===== config.mk =====
export PLATFORM = sky130hd
export DESIGN_NAME = chunked_seq_adder
export DESIGN_NICKNAME = d
export VERILOG_FILES = /design/src/rtl/chunked_seq_adder_pkg.sv /design/src/rtl/chunked_seq_adder_chunk_add.sv /design/src/rtl/chunked_seq_adder.sv
export SDC_FILE = /design/constraint.sdc
export NUM_CORES = 1
export LEC_CHECK = 0
export ABC_AREA = 1
export ABC_CLOCK_PERIOD_IN_PS = 3000
export CAP_MARGIN = 30
export CORE_MARGIN = 1
export CORE_UTILIZATION = 29
export CTS_CLUSTER_DIAMETER = 150
export CTS_CLUSTER_SIZE = 25
export DETAILED_ROUTE_END_ITERATION = 16
export SLEW_MARGIN = 40
export SYNTH_ARGS = -nofsm -noshare
export SYNTH_HDL_FRONTEND = slang
export SYNTH_HIERARCHICAL = 1
export SYNTH_SLANG_ARGS = --single-unit

===== constraint.sdc =====
create_clock -name clk -period 3 [get_ports clk]
set_input_delay 0.45 -clock clk [delete_from_list [all_inputs] [get_ports clk]]
set_output_delay 0.45 -clock clk [all_outputs]
set_load 0.05 [all_outputs]

===== src/rtl/chunked_seq_adder_pkg.sv =====
// Shared types and sizing helpers for the chunked sequential adder.
// The chunk count and index width are derived here so the top and the bench agree on them.
package chunked_seq_adder_pkg;

   typedef enum logic [1:0] {
      ST_IDLE = 2'd0,
      ST_RUN  = 2'd1,
      ST_DONE = 2'd2
   } state_t;

   function automatic int calc_n(input int width, input int chunk);
      return width / chunk;
   endfunction

   function automatic int calc_idx_w(input int width, input int chunk);
      int n;
      n = width / chunk;
      return (n > 1) ? $clog2(n) : 1;
   endfunction

   function automatic bit chunk_ok(input int width, input int chunk);
      return (chunk >= 1) && (chunk <= width) && ((width % chunk) == 0);
   endfunction

endpackage


===== src/rtl/chunked_seq_adder_chunk_add.sv =====
// CHUNK-bit combinational ripple adder built from full-adder cells.
// A single instance is reused every cycle by the sequential top.
module chunk_add #(
   parameter int CHUNK = 4
) (
   input  logic [CHUNK-1:0] i_a,
   input  logic [CHUNK-1:0] i_b,
   input  logic             i_ci,
   output logic [CHUNK-1:0] o_s,
   output logic             o_co
);

   logic [CHUNK:0] w_c;

   assign w_c[0] = i_ci;

   for (genvar i = 0; i < CHUNK; i++) begin : g_fa
      assign o_s[i]     = i_a[i] ^ i_b[i] ^ w_c[i];
      assign w_c[i+1]   = (i_a[i] & i_b[i]) | (w_c[i] & (i_a[i] ^ i_b[i]));
   end

   assign o_co = w_c[CHUNK];

endmodule


===== src/rtl/chunked_seq_adder.sv =====
// Multi-cycle add/subtract: WIDTH-bit operands processed CHUNK bits per clock,
// carry held in a register between chunks, valid/ready on both sides.
module chunked_seq_adder
   import chunked_seq_adder_pkg::*;
#(
   parameter int WIDTH = 32,
   parameter int CHUNK = 4
) (
   input  logic             clk,
   input  logic             rst,
   input  logic             in_valid,
   output logic             in_ready,
   input  logic [WIDTH-1:0] a,
   input  logic [WIDTH-1:0] b,
   input  logic             cin,
   input  logic             sub,
   output logic             out_valid,
   input  logic             out_ready,
   output logic [WIDTH-1:0] sum,
   output logic             cout,
   output logic             ovf
);

   localparam int N     = calc_n(WIDTH, CHUNK);
   localparam int IDX_W = calc_idx_w(WIDTH, CHUNK);
   localparam logic [IDX_W-1:0] LAST_K = IDX_W'(N - 1);

   if (!chunk_ok(WIDTH, CHUNK)) begin : g_bad_cfg
      $error("chunked_seq_adder: WIDTH must be a non-zero multiple of CHUNK");
   end

   state_t                   r_state;
   logic [N-1:0][CHUNK-1:0]  r_a;
   logic [N-1:0][CHUNK-1:0]  r_b;
   logic [N-1:0][CHUNK-1:0]  r_sum;
   logic                     r_carry;
   logic [IDX_W-1:0]         r_k;
   logic                     r_cout;
   logic                     r_ovf;
   logic                     r_out_valid;

   logic [CHUNK-1:0]         w_s;
   logic                     w_co;
   logic                     w_last;
   logic                     w_msb_cin;

   chunk_add #(.CHUNK(CHUNK)) u_chunk_add (
      .i_a  (r_a[r_k]),
      .i_b  (r_b[r_k]),
      .i_ci (r_carry),
      .o_s  (w_s),
      .o_co (w_co)
   );

   assign w_last    = (r_k == LAST_K);
   // Carry into the MSB recovered from the MSB sum bit; only meaningful on the last chunk.
   assign w_msb_cin = r_a[N-1][CHUNK-1] ^ r_b[N-1][CHUNK-1] ^ w_s[CHUNK-1];

   assign in_ready  = !rst && (r_state == ST_IDLE);
   assign out_valid = r_out_valid;
   assign sum       = r_sum;
   assign cout      = r_cout;
   assign ovf       = r_ovf;

   always_ff @(posedge clk) begin
      if (rst) begin
         r_state     <= ST_IDLE;
         r_a         <= '0;
         r_b         <= '0;
         r_sum       <= '0;
         r_carry     <= 1'b0;
         r_k         <= '0;
         r_cout      <= 1'b0;
         r_ovf       <= 1'b0;
         r_out_valid <= 1'b0;
      end else begin
         case (r_state)
            ST_IDLE: begin
               if (in_valid) begin
                  r_a     <= a;
                  r_b     <= sub ? ~b : b;
                  r_carry <= cin ^ sub;
                  r_k     <= '0;
                  r_state <= ST_RUN;
               end
            end
            ST_RUN: begin
               r_sum[r_k] <= w_s;
               r_carry    <= w_co;
               r_k        <= r_k + 1'b1;
               if (w_last) begin
                  r_cout      <= w_co;
                  r_ovf       <= w_msb_cin ^ w_co;
                  r_out_valid <= 1'b1;
                  r_state     <= ST_DONE;
               end
            end
            ST_DONE: begin
               if (out_ready) begin
                  r_out_valid <= 1'b0;
                  r_state     <= ST_IDLE;
               end
            end
            default: r_state <= ST_IDLE;
         endcase
      end
   end

endmodule

* After elaboration in Yosys (flattened, before gate mapping)
Index checks and enable logic that the tools add are counted.
Cells by class: add/subtract/negate cells 1, magnitude comparators 2, eq/ne operators 6, mux-type cells 19, bitwise logic cells 25, reduce and logical (&&, ||, !) cells 11
Operators with widths (count):
- $bwmux W32 | 1
- $mux W32 | 1
- $not A32 Y32 | 1
- $bmux W4 S3 | 2
- $demux W4 S3 | 1
- $mux W4 | 3
- $xor A1 B1 Y1 | 12
- $and A1 B1 Y1 | 8
- $mux W2 | 3
- $ne A2 B2 Y1 const B | 3
- $pmux W2 S3 | 1
- $pmux W3 S2 | 1
- $reduce_and A2 Y1 | 3
- $reduce_and A3 Y1 | 2
- $lt A3 B4 Y1 const B | 1
- $or A1 B1 Y1 | 4
- $pmux W1 S2 | 2
- $reduce_bool A2 Y1 | 2
- $add A3 B1 Y3 const B | 1
- $eq A3 B3 Y1 const B | 1
- $ge A3 B1 Y1 const B | 1
- $mux W1 | 3
- $mux W3 | 1
- $eq A2 B1 Y1 const B | 1
- 4 further kinds | 5
Storage, ports and cells: register bits after elaboration 105, input port bits 70, output and inout port bits 36

* Longest topological paths before layout
Gate-level depths: netlist (run 1).
depth in word-level cells 12, gate-level depth with buffers 21, depth with buffers taken out 20

* Cells and area by module
Netlist (run 1), hierarchy kept.
By module, submodules not included:
- chunked_seq_adder | times used 1, cells each 687, area each 4795.8 sq um, seq. area each 2102.0 sq um
- chunk_add | times used 1, cells each 14, area each 117.6 sq um, seq. area each 0.0 sq um

* Least setup slack after synthesis (run 1)
OpenSTA, ideal clock, no wires.
kind reg-to-reg, start register r_k[0], end register r_ovf (netlist: ovf), library setup time 70 ps, arrival time 3029 ps, required time 2930 ps, setup slack -99 ps, stages on the path, launching flop included 20, buffers on the path 2, clock period less this slack 3099 ps, path through dfxtp_1 > buf_2 > clkbuf_1 > nand2_1 > nand2_1 > nand4_1 > fa_1 > inv_1 > fa_1 > inv_1 > fa_1 > inv_1 > fa_1 > inv_1 > inv_1 > nand2_1 > nand2_1 > nand2_1 > nand2_1 > a21oi_1
Between the ends: longest elaborated chain between the ends 12, elaborated cells on any way between the ends 25, those cells by class eq/ne: 1; mux: 4; bitwise: 19; reduce/logical: 1
Ends and longest elaborated chain:
- start, declared | line chunked_seq_adder.sv:37 | logic [IDX_W-1:0] r_k;
- start signal, assigned | line chunked_seq_adder.sv:90 | r_k <= r_k + 1'b1;
- $bmux W4 S3, on equally long branches | line chunked_seq_adder.sv:48, chunked_seq_adder.sv:49
- $mux W4, on equally long branches | line chunked_seq_adder.sv:48, chunked_seq_adder.sv:49
- $xor A1 B1 Y1 | line chunked_seq_adder_chunk_add.sv:19 | assign w_c[i+1] = (i_a[i] & i_b[i]) | (w_c[i] & (i_a[i] ^ i_b[i]));
- $and A1 B1 Y1 | line chunked_seq_adder_chunk_add.sv:19
- $or A1 B1 Y1 | line chunked_seq_adder_chunk_add.sv:19
- $and A1 B1 Y1 | line chunked_seq_adder_chunk_add.sv:19
- $or A1 B1 Y1 | line chunked_seq_adder_chunk_add.sv:19
- $and A1 B1 Y1 | line chunked_seq_adder_chunk_add.sv:19
- $or A1 B1 Y1 | line chunked_seq_adder_chunk_add.sv:19
- $xor A1 B1 Y1 * | line chunked_seq_adder_chunk_add.sv:18 | assign o_s[i] = i_a[i] ^ i_b[i] ^ w_c[i];
- named net w_s[3] | line chunked_seq_adder.sv:42 | logic [CHUNK-1:0] w_s;
- $xor A1 B1 Y1 * | line chunked_seq_adder.sv:57 | assign w_msb_cin = r_a[N-1][CHUNK-1] ^ r_b[N-1][CHUNK-1] ^ w_s[CHUNK-1];
- $xor A1 B1 Y1 * | line chunked_seq_adder.sv:93 | r_ovf <= w_msb_cin ^ w_co;
- end signal, assigned | line chunked_seq_adder.sv:93
- end, declared | line chunked_seq_adder.sv:39 | logic r_ovf;
The timed path passes the listed nets; every way through them passes the cells marked *. The select of a mux whose other input is x is not followed. A chain may end at the register's enable or synchronous reset.

* Worst setup path after layout (run 1)
Same ends and word-level chain as after synthesis.

==> reports/results.tsv, run 1 <==
metric	value	unit
hp-class	reg -> reg	
h-tree-depth	3	
nets	881	
wl	13.1	mm
p_switching	948	uW
status	finished, final reports clean	
cp_num_buf_inv	7	
gp_congestion	0.810	
slew_violations	0	
drtIter0Drc	287	
cts-root-buf	clkbuf_16	
pwr-share-seq	45.7	%
track_usage	15.6	%
cellInternalPower	2.38	mW
num_io_pins	106	
syn_nets	777	
clock-sinks	105	
core	16600	um2
setup_viol	0	
synthToLayoutAreaGrowth	36.4	%
synth_seq_area_share	42.8	%
grt_first_pass_wirelength	21.6	mm
crit_family	adder cells	
p_total	3.32	mW
max_stage_delay	440	ps
initial_utilization	29.6	%
worstSetupEndpointType	register	
clkPwrFrac	33.1	%
design_area	6700	um2
register_area	2110	um2
num_vias	4555	
tns	0	ps
drc_errors	0	
rr_worst_depth	18	
grt_pass1_vias	4328	
period_needed	2980	ps
slew_headroom	40.9	%
yosysUniqueCellTypes	22	
die_height	132	um
synth_area	4910	um2
yosys_warnings	6	
rows	47	
criticalPathCategory	reg -> reg	
fin_ws	17.0	ps
fp.dieW	132	um
clk_latency	350	ps
hold_ws	464	ps
vias_per_cell	4.42	
synth_area_leaders	dfxtp_1 43%, nand2_1 11%, nor2_1 11%	
overflow	0	
holdPathStages	2	
rsz0062_at_grt	true	
drive_gt1_share	9.38	%
grt_max_degree	54	
cts_buffers	9	
report.final.hold_viol_count	0	
multi_input_area	2450	um2
clock.fmax	335	MHz
avgSynthCellArea	7.01	um2
firstDrtPassIters	4	
crit_fanout	10	
placed_area	6280	um2
critical_path_required	3280	ps
fin_skew	11.1	ps
nFillCells	1783	
worstPathCellList	inv_2 > buf_4 > o21ai_0 > nand4_1 > fa_2 > inv_2 > fa_2 > inv_2 > fa_2 > inv_2 > fa_1 > inv_2 > nand2_1 > inv_1 > nor2_1 > nand2_1 > nand2_1 > a21oi_1	
cp.arrival	3270	ps
dp_slack	-69.5	ps
synth_cells	701	
dp_hpwl	9.77	mm
die-area	17500	um2
timing.critical_path.mode_cell	inv_2	
ir_worst_vdd	0.000305	V
drv_cap	0	
wl_per_cell	12.7	um
clockBufferDepth	2	
cts_tree	yes	
post-synth-top-area-cell	dfxtp_1	
period_share	99.4	%
clk_pin_slew_worst_paths	70	ps
swShare	28.5	%
critPathLaunchType	register	
antenna_left	0	
netlist.area_leader.share	42.8	%
power.density	496	nW/um2
port_buffers	105	
pwr-share-comb	21.1	%
tightest_slew	884	ps
p_leak	2.69	nW
ys_ff_latch	105	
slowest_stage	fa_2	
crit_cells	18	
antenna_found_initial	1	
[layout make-up]
type | count | area share, %
Antenna cell | 1 | 0.0373
Clock buffer | 14 | 3.94
Clock inverter | 2 | 0.187
Inverter | 56 | 3.17
Multi-Input combinational cell | 498 | 36.6
Sequential cell | 105 | 31.5
Tap cell | 220 | 4.11
Timing Repair Buffer | 135 | 20.4
[placed cells by master, fill, tap and decap left out, types with 2 or more instances in the layout]
cell type        instances
a21oi_1                 51
nand4_1                  4
nand2_2                  3
dfxtp_1                102
dfxtp_4                  3
clkbuf_16               10
nor3_2                   2
buf_6                    2
buf_4                   23
nor2_2                   4
nor2_1                 136
nor3_1                  12
buf_12                   5
ha_1                     2
fa_2                     3
clkdlybuf4s50_1        103
nor3_4                   2
clkbuf_8                 2
inv_2                    7
nand3_1                 19
xor2_1                  32
o211ai_1                16
nand2_1                144
inv_1                   48
or2_2                    2
o21ai_1                  2
o21ai_0                 58
clkbuf_1                 3
[state kept, by name (all words and copies together) (netlist names)]
register / count
r_carry: 1
sum: 32
ovf: 1
out_valid: 1
cout: 1
r_b: 32
r_state: 2
r_k: 3
r_a: 32
[routing by layer]
layer / part of all wire (%) / track usage, % / up-vias
met5: 0 / 0 / -
met4: 0.81 / 3.49 / 0
met3: 5.4 / 3.15 / 10
met2: 47 / 26.1 / 104
met1: 47 / 20.5 / 2015
li1: - / - / 2426
[kinds of logic after synthesis]
kind of cell / count (synthesis) / synth area share, %
XOR/XNOR: 32 / 5.70
buffers and inverters: 98 / 8.61
AO/OA/AOI/OAI: 128 / 13.9
AND/OR/NAND/NOR: 332 / 26.9
flip-flops: 105 / 42.8
adder cells (fa/ha/maj): 6 / 2.14
[worst paths after layout]
path                                              to  slack (ps)                 start
worst min register to register  r_b[21]$_SDFFE_PP0P_         460  r_b[21]$_SDFFE_PP0P_
worst max-delay path                ovf$_SDFFE_PP0P_          20   r_k[0]$_SDFFE_PP0P_
worst max register to register      ovf$_SDFFE_PP0P_          20   r_k[0]$_SDFFE_PP0P_
worst min-delay path            r_b[21]$_SDFFE_PP0P_         460  r_b[21]$_SDFFE_PP0P_
[power by group through the flow]
stage                     clock network [mW]  registers (mW)  logic [mW]
after global placement                     0            1.55       0.657
after floorplan                            0            1.57       0.385
final                                   1.10            1.52       0.703
after global routing                    1.19            1.53       0.785
after CTS                               1.13            1.52       0.668
after detailed placement                   0            1.55       0.663
[worst reg2reg max path, stage by stage (launching register included)]
cell and delay [ps]:
dfxtp_4 380, inv_2 40, buf_4 160, o21ai_0 140
nand4_1 180, fa_2 440, inv_2 60, fa_2 180
inv_2 40, fa_2 330, inv_2 70, fa_1 420
inv_2 120, nand2_1 80, inv_1 60, nor2_1 30
nand2_1 50, nand2_1 40, a21oi_1 100
[stage by stage]
stage / util, % / std cells
2_1_floorplan: - / 701
3_3_place_gp: 37.9 / 1010
3_5_place_dp: 37.9 / 1010
4_1_cts: 39.6 / 1026
5_1_grt: 40.4 / 1030
6_report: 40.4 / 1031
[Yosys cell counts]
library cell / n
o21ai_0: 61
nand4_1: 4
fa_1: 4
nor3_1: 16
nand2_1: 147
inv_2: 2
nand3_1: 20
dfxtp_1: 105
xor2_1: 32
nor2_4: 1
inv_1: 54
clkbuf_4: 1
clkbuf_1: 12
o211ai_1: 16
or2_2: 3
ha_1: 2
a21oi_1: 51
buf_4: 6
nor2_2: 1
nor2_1: 139
nand3b_1: 1
buf_2: 23
[what timing repair did]
item                                    in CTS  in global routing
pin swaps                                    2                 16
cloned                                       0                  1
hold buffers                                 0                  0
endpoints found under the setup margin       2                 10
resized for setup                            3                 32
buffers inserted                             0                  3
No activity file was read; power rests on OpenSTA's default activity.
==> run 2: changes to the inputs <==
--- a/config.mk
+++ b/config.mk
@@ -5,14 +5,16 @@
 export SDC_FILE = /design/constraint.sdc
 export NUM_CORES = 1
 export LEC_CHECK = 0
-export ABC_AREA = 1
+export ABC_AREA = 0
 export ABC_CLOCK_PERIOD_IN_PS = 3000
 export CAP_MARGIN = 30
 export CORE_MARGIN = 1
 export CORE_UTILIZATION = 29
+export CTS_BUF_LIST = sky130_fd_sc_hd__clkbuf_4
 export CTS_CLUSTER_DIAMETER = 150
 export CTS_CLUSTER_SIZE = 25
 export DETAILED_ROUTE_END_ITERATION = 16
+export SKIP_LAST_GASP = 1
 export SLEW_MARGIN = 40
 export SYNTH_ARGS = -nofsm -noshare
 export SYNTH_HDL_FRONTEND = slang
==> run 2 against run 1 <==
  * The run now ends with setup timing left
  * Power decreased by 15%
  * Count of clock-buffer cells in the layout shrank 5
  * Final area decreased by 7.2%
  * Register-to-register slack worse by 360 ps
  * Synthesized cell count fell by 24%
  * Clock power shrank 33%
  * Combinational power down 22%
  * Via count shrank 12%
  * Sequential share of layout area up 2.3 points
  * Sequential power about the same
  * Clock skew up 3.4 ps
  * Critical path type unchanged
  * Critical endpoint unchanged
==> reports/results.tsv, run 2 <==
metric	value	unit	change
track_usage	14.0	%	was 15.6%
die-area	17300	um2	was 17500 um2
core	16100	um2	was 16600 um2
r2r_setup_slack	-340	ps	was 20 ps
top_usage_layer	met2		unchanged
hp-class	reg -> reg		unchanged
power.density	452	nW/um2	was 496 nW/um2
criticalPathCategory	reg -> reg		unchanged
synthToLayoutAreaGrowth	27.9	%	was 36.4%
grtUsageMet2	23.4	%	was 26.1%
crit_cells	13		was 18
clock.fmax	299	MHz	was 335 MHz
synth_area	4860	um2	was 4910 um2
post-synth-top-area-cell	dfxtp_1		unchanged
synth_most_common_cell	dfxtp_1		was nand2_1
final_cells	831		was 1031
grt_max_degree	107		was 54
wl	11.8	mm	was 13.1 mm
initial_utilization	30.2	%	was 29.6%
antenna_found_initial	1		unchanged
rr_worst_depth	13		was 18
synth_cells	532		was 701
synth_commonest_cells	105 x dfxtp_1, 69 x a21oi_1, 65 x nand2_1, 38 x nor2_1, 35 x xnor2_1		was 147 x nand2_1, 139 x nor2_1, 105 x dfxtp_1, 61 x o21ai_0, 54 x inv_1
holdBufCountCts	0		unchanged
synth_seq_area_share	43.2	%	was 42.8%
p_leak	2.12	nW	was 2.69 nW
yosysUniqueCellTypes	41		was 22
netlist.area_leader.share	43.2	%	was 42.8%
cts_buffers	9		unchanged
gp_congestion	0.774		was 0.810
synthFlopType	dfxtp_1		unchanged
tightest_slew	772	ps	was 884 ps
clkPwrFrac	26.3	%	was 33.1%
p_switching	810	uW	was 948 uW
yosys_warnings	6		unchanged
drc_errors	0		unchanged
synth_edf_count	0		unchanged
crit_fanout	7		was 10
ys_ff_latch	105		unchanged
num_vias	4008		was 4555
mostFrequentLayoutCells	103 x dfxtp_1, 103 x clkdlybuf4s50_1, 68 x a21oi_1		was 144 x nand2_1, 136 x nor2_1, 103 x clkdlybuf4s50_1
critical_path_required	3320	ps	was 3280 ps
port_buffers	105		unchanged
cp-startpoint	r_k[0]$_SDFFE_PP0P_		unchanged
fin_util	38.6	%	was 40.4%
slew_headroom	48.2	%	was 40.9%
ir_worst_vdd	0.000226	V	was 0.000305 V
clockBufferDepth	2		unchanged
firstDrtPassIters	4		unchanged
synth-async-reset-ratio	0	%	unchanged
drive_gt1_share	11.7	%	was 9.38%
clk_pin_slew_worst_paths	160	ps	was 70 ps
pwr-share-comb	19.6	%	was 21.1%
h-tree-depth	3		unchanged
slowest_stage	mux4_2		was fa_2
use_met1	18.2	%	was 20.5%
report.final.hold_viol_count	0		unchanged
rsz0062_at_grt	true		unchanged
setup_viol	9		was 0
grt_util_met3	3.01	%	was 3.15%
die_height	132	um	about the same
syn_nets	608		was 777
avgSynthCellArea	9.14	um2	was 7.01 um2
r2r_start	r_k[0]$_SDFFE_PP0P_		unchanged
max_stage_delay	520	ps	was 440 ps
num_io_pins	106		unchanged
period_share	111	%	was 99.4%
fin_ws	-341	ps	was 17.0 ps
antenna_left	0		unchanged
nets	685		was 881
vias_per_cell	4.82		was 4.42
period_needed	3340	ps	was 2980 ps
drtIter0Drc	223		was 287
drv_cap	0		unchanged
violations	setup timing		
grt_first_pass_wirelength	19.6	mm	was 21.6 mm
r2r_end	ovf$_SDFFE_PP0P_		unchanged
hold_ws	466	ps	was 464 ps
clk_latency	460	ps	was 350 ps
cp_num_buf_inv	4		was 7
clock-sinks	105		unchanged
swShare	28.8	%	was 28.5%
critPathLaunchType	register		unchanged
overflow	0		unchanged
synth_area_leaders	dfxtp_1 43%, a21oi_1 7.1%, xnor2_1 6.3%		was dfxtp_1 43%, nand2_1 11%, nor2_1 11%
crit_family	adder cells		unchanged
wl_per_cell	14.1	um	was 12.7 um
cts-root-buf	clkbuf_4		was clkbuf_16
status	finished with violations		was finished, final reports clean
worstPathCellList	mux4_2 > mux2_4 > fa_2 > inv_2 > fa_2 > inv_2 > fa_2 > inv_2 > fa_2 > inv_2 > xnor2_2 > xnor2_1 > a311oi_1		was inv_2 > buf_4 > o21ai_0 > nand4_1 > fa_2 > inv_2 > fa_2 > inv_2 > fa_2 > inv_2 > fa_1 > inv_2 > nand2_1 > inv_1 > nor2_1 > nand2_1 > nand2_1 > a21oi_1
slew_violations	0		unchanged
tns	-2550	ps	was 0 ps
pwr-share-seq	54.1	%	was 45.7%
worstSetupEndpointType	register		unchanged
post-place-cells	813		was 1010
dp_hpwl	8.53	mm	was 9.77 mm
fp.dieW	132	um	about the same
fin_skew	14.5	ps	was 11.1 ps
cellInternalPower	2.00	mW	was 2.38 mW
cp.arrival	3660	ps	was 3270 ps
grt_pass1_vias	3958		was 4328
rows	46		was 47
cts_tree	yes		unchanged
crit_end	ovf$_SDFFE_PP0P_		unchanged
run 2: area by class of cell:
type / count / area (um2)
fillers: 1608 / 9890
repair buffers: 121 / 1190
diodes: 1 / 2.50
clock inverters: 7 / 73.8
well taps: 216 / 270
multi-input cells: 360 / 2470
inverters: 12 / 45.0
clock buffers: 9 / 67.6
flip-flops and latches: 105 / 2110
run 2: layer usage:
metal	vias to the layer above	part of all wire, %
met2	109	49
met1	1884	46
met5	-	0
li1	2009	-
met3	6	4.3
met4	0	0.47
run 2: worst min path at each step:
stage / start / to / slack (ps) / cells after the start
floorplan: r_a[21]$_SDFFE_PP0P_ / r_a[21]$_SDFFE_PP0P_ / 430 / 2
global placement: r_a[12]$_SDFFE_PP0P_ / r_a[12]$_SDFFE_PP0P_ / 440 / 2
detailed placement: r_a[8]$_SDFFE_PP0P_ / r_a[8]$_SDFFE_PP0P_ / 450 / 2
CTS: r_a[8]$_SDFFE_PP0P_ / r_a[8]$_SDFFE_PP0P_ / 470 / 2
global route: r_a[16]$_SDFFE_PP0P_ / r_a[16]$_SDFFE_PP0P_ / 490 / 2
finish: r_a[16]$_SDFFE_PP0P_ / r_a[16]$_SDFFE_PP0P_ / 470 / 2
run 2: power groups by stage:
stage               sequential [mW]  combinational (mW)  clock, mW
floorplan                      1.55               0.360          0
global route                   1.53               0.603      0.826
detailed placement             1.55               0.544          0
CTS                            1.52               0.549      0.764
finish                         1.52               0.551      0.741
global placement               1.55               0.538          0
run 2: worst min-delay path: cells and delay by family (launching register included):
kind	cells	cell delay (ps)
DFF	1	340
and+or+nand+nor	1	50
AOI/OAI and AO/OA	1	50
run 2: per-stage QoR:
step / setup WS [ps] / total power [mW] / area (um2)
floorplan: -413 / 1.91 / 4900
global placement: -365 / 2.09 / 6040
detailed placement: -421 / 2.10 / 6040
CTS: -349 / 2.83 / 6190
global route: -524 / 2.96 / 6220
finish: -341 / 2.81 / 6220
run 2: cells by family after synthesis:
kind of cell,after synthesis,share of synthesized area (%)
buffers and inverters,67,6.74
AND/OR/NAND/NOR,153,14.9
XOR/XNOR,36,6.48
flip-flops,105,43.2
adder cells (fa/ha/maj),6,2.16
AO/OA/AOI/OAI,140,16.5
multiplexers,25,10.0
run 2: timing repair:
| item | in CTS | in global routing |
|---|---|---|
| endpoints found under the setup margin | 19 | 18 |
| setup buffers | 1 | 0 |
| resized for setup | 3 | 7 |
| pin swaps | 0 | 1 |
==> run 3: changes to the inputs <==
--- a/config.mk
+++ b/config.mk
@@ -12,7 +12,7 @@
 export CORE_UTILIZATION = 29
 export CTS_BUF_LIST = sky130_fd_sc_hd__clkbuf_4
 export CTS_CLUSTER_DIAMETER = 150
-export CTS_CLUSTER_SIZE = 25
+export CTS_CLUSTER_SIZE = 28
 export DETAILED_ROUTE_END_ITERATION = 16
 export SKIP_LAST_GASP = 1
 export SLEW_MARGIN = 40
==> results of run 3 <==
The final DEF is identical to that of run 2; final timing and power are the same.
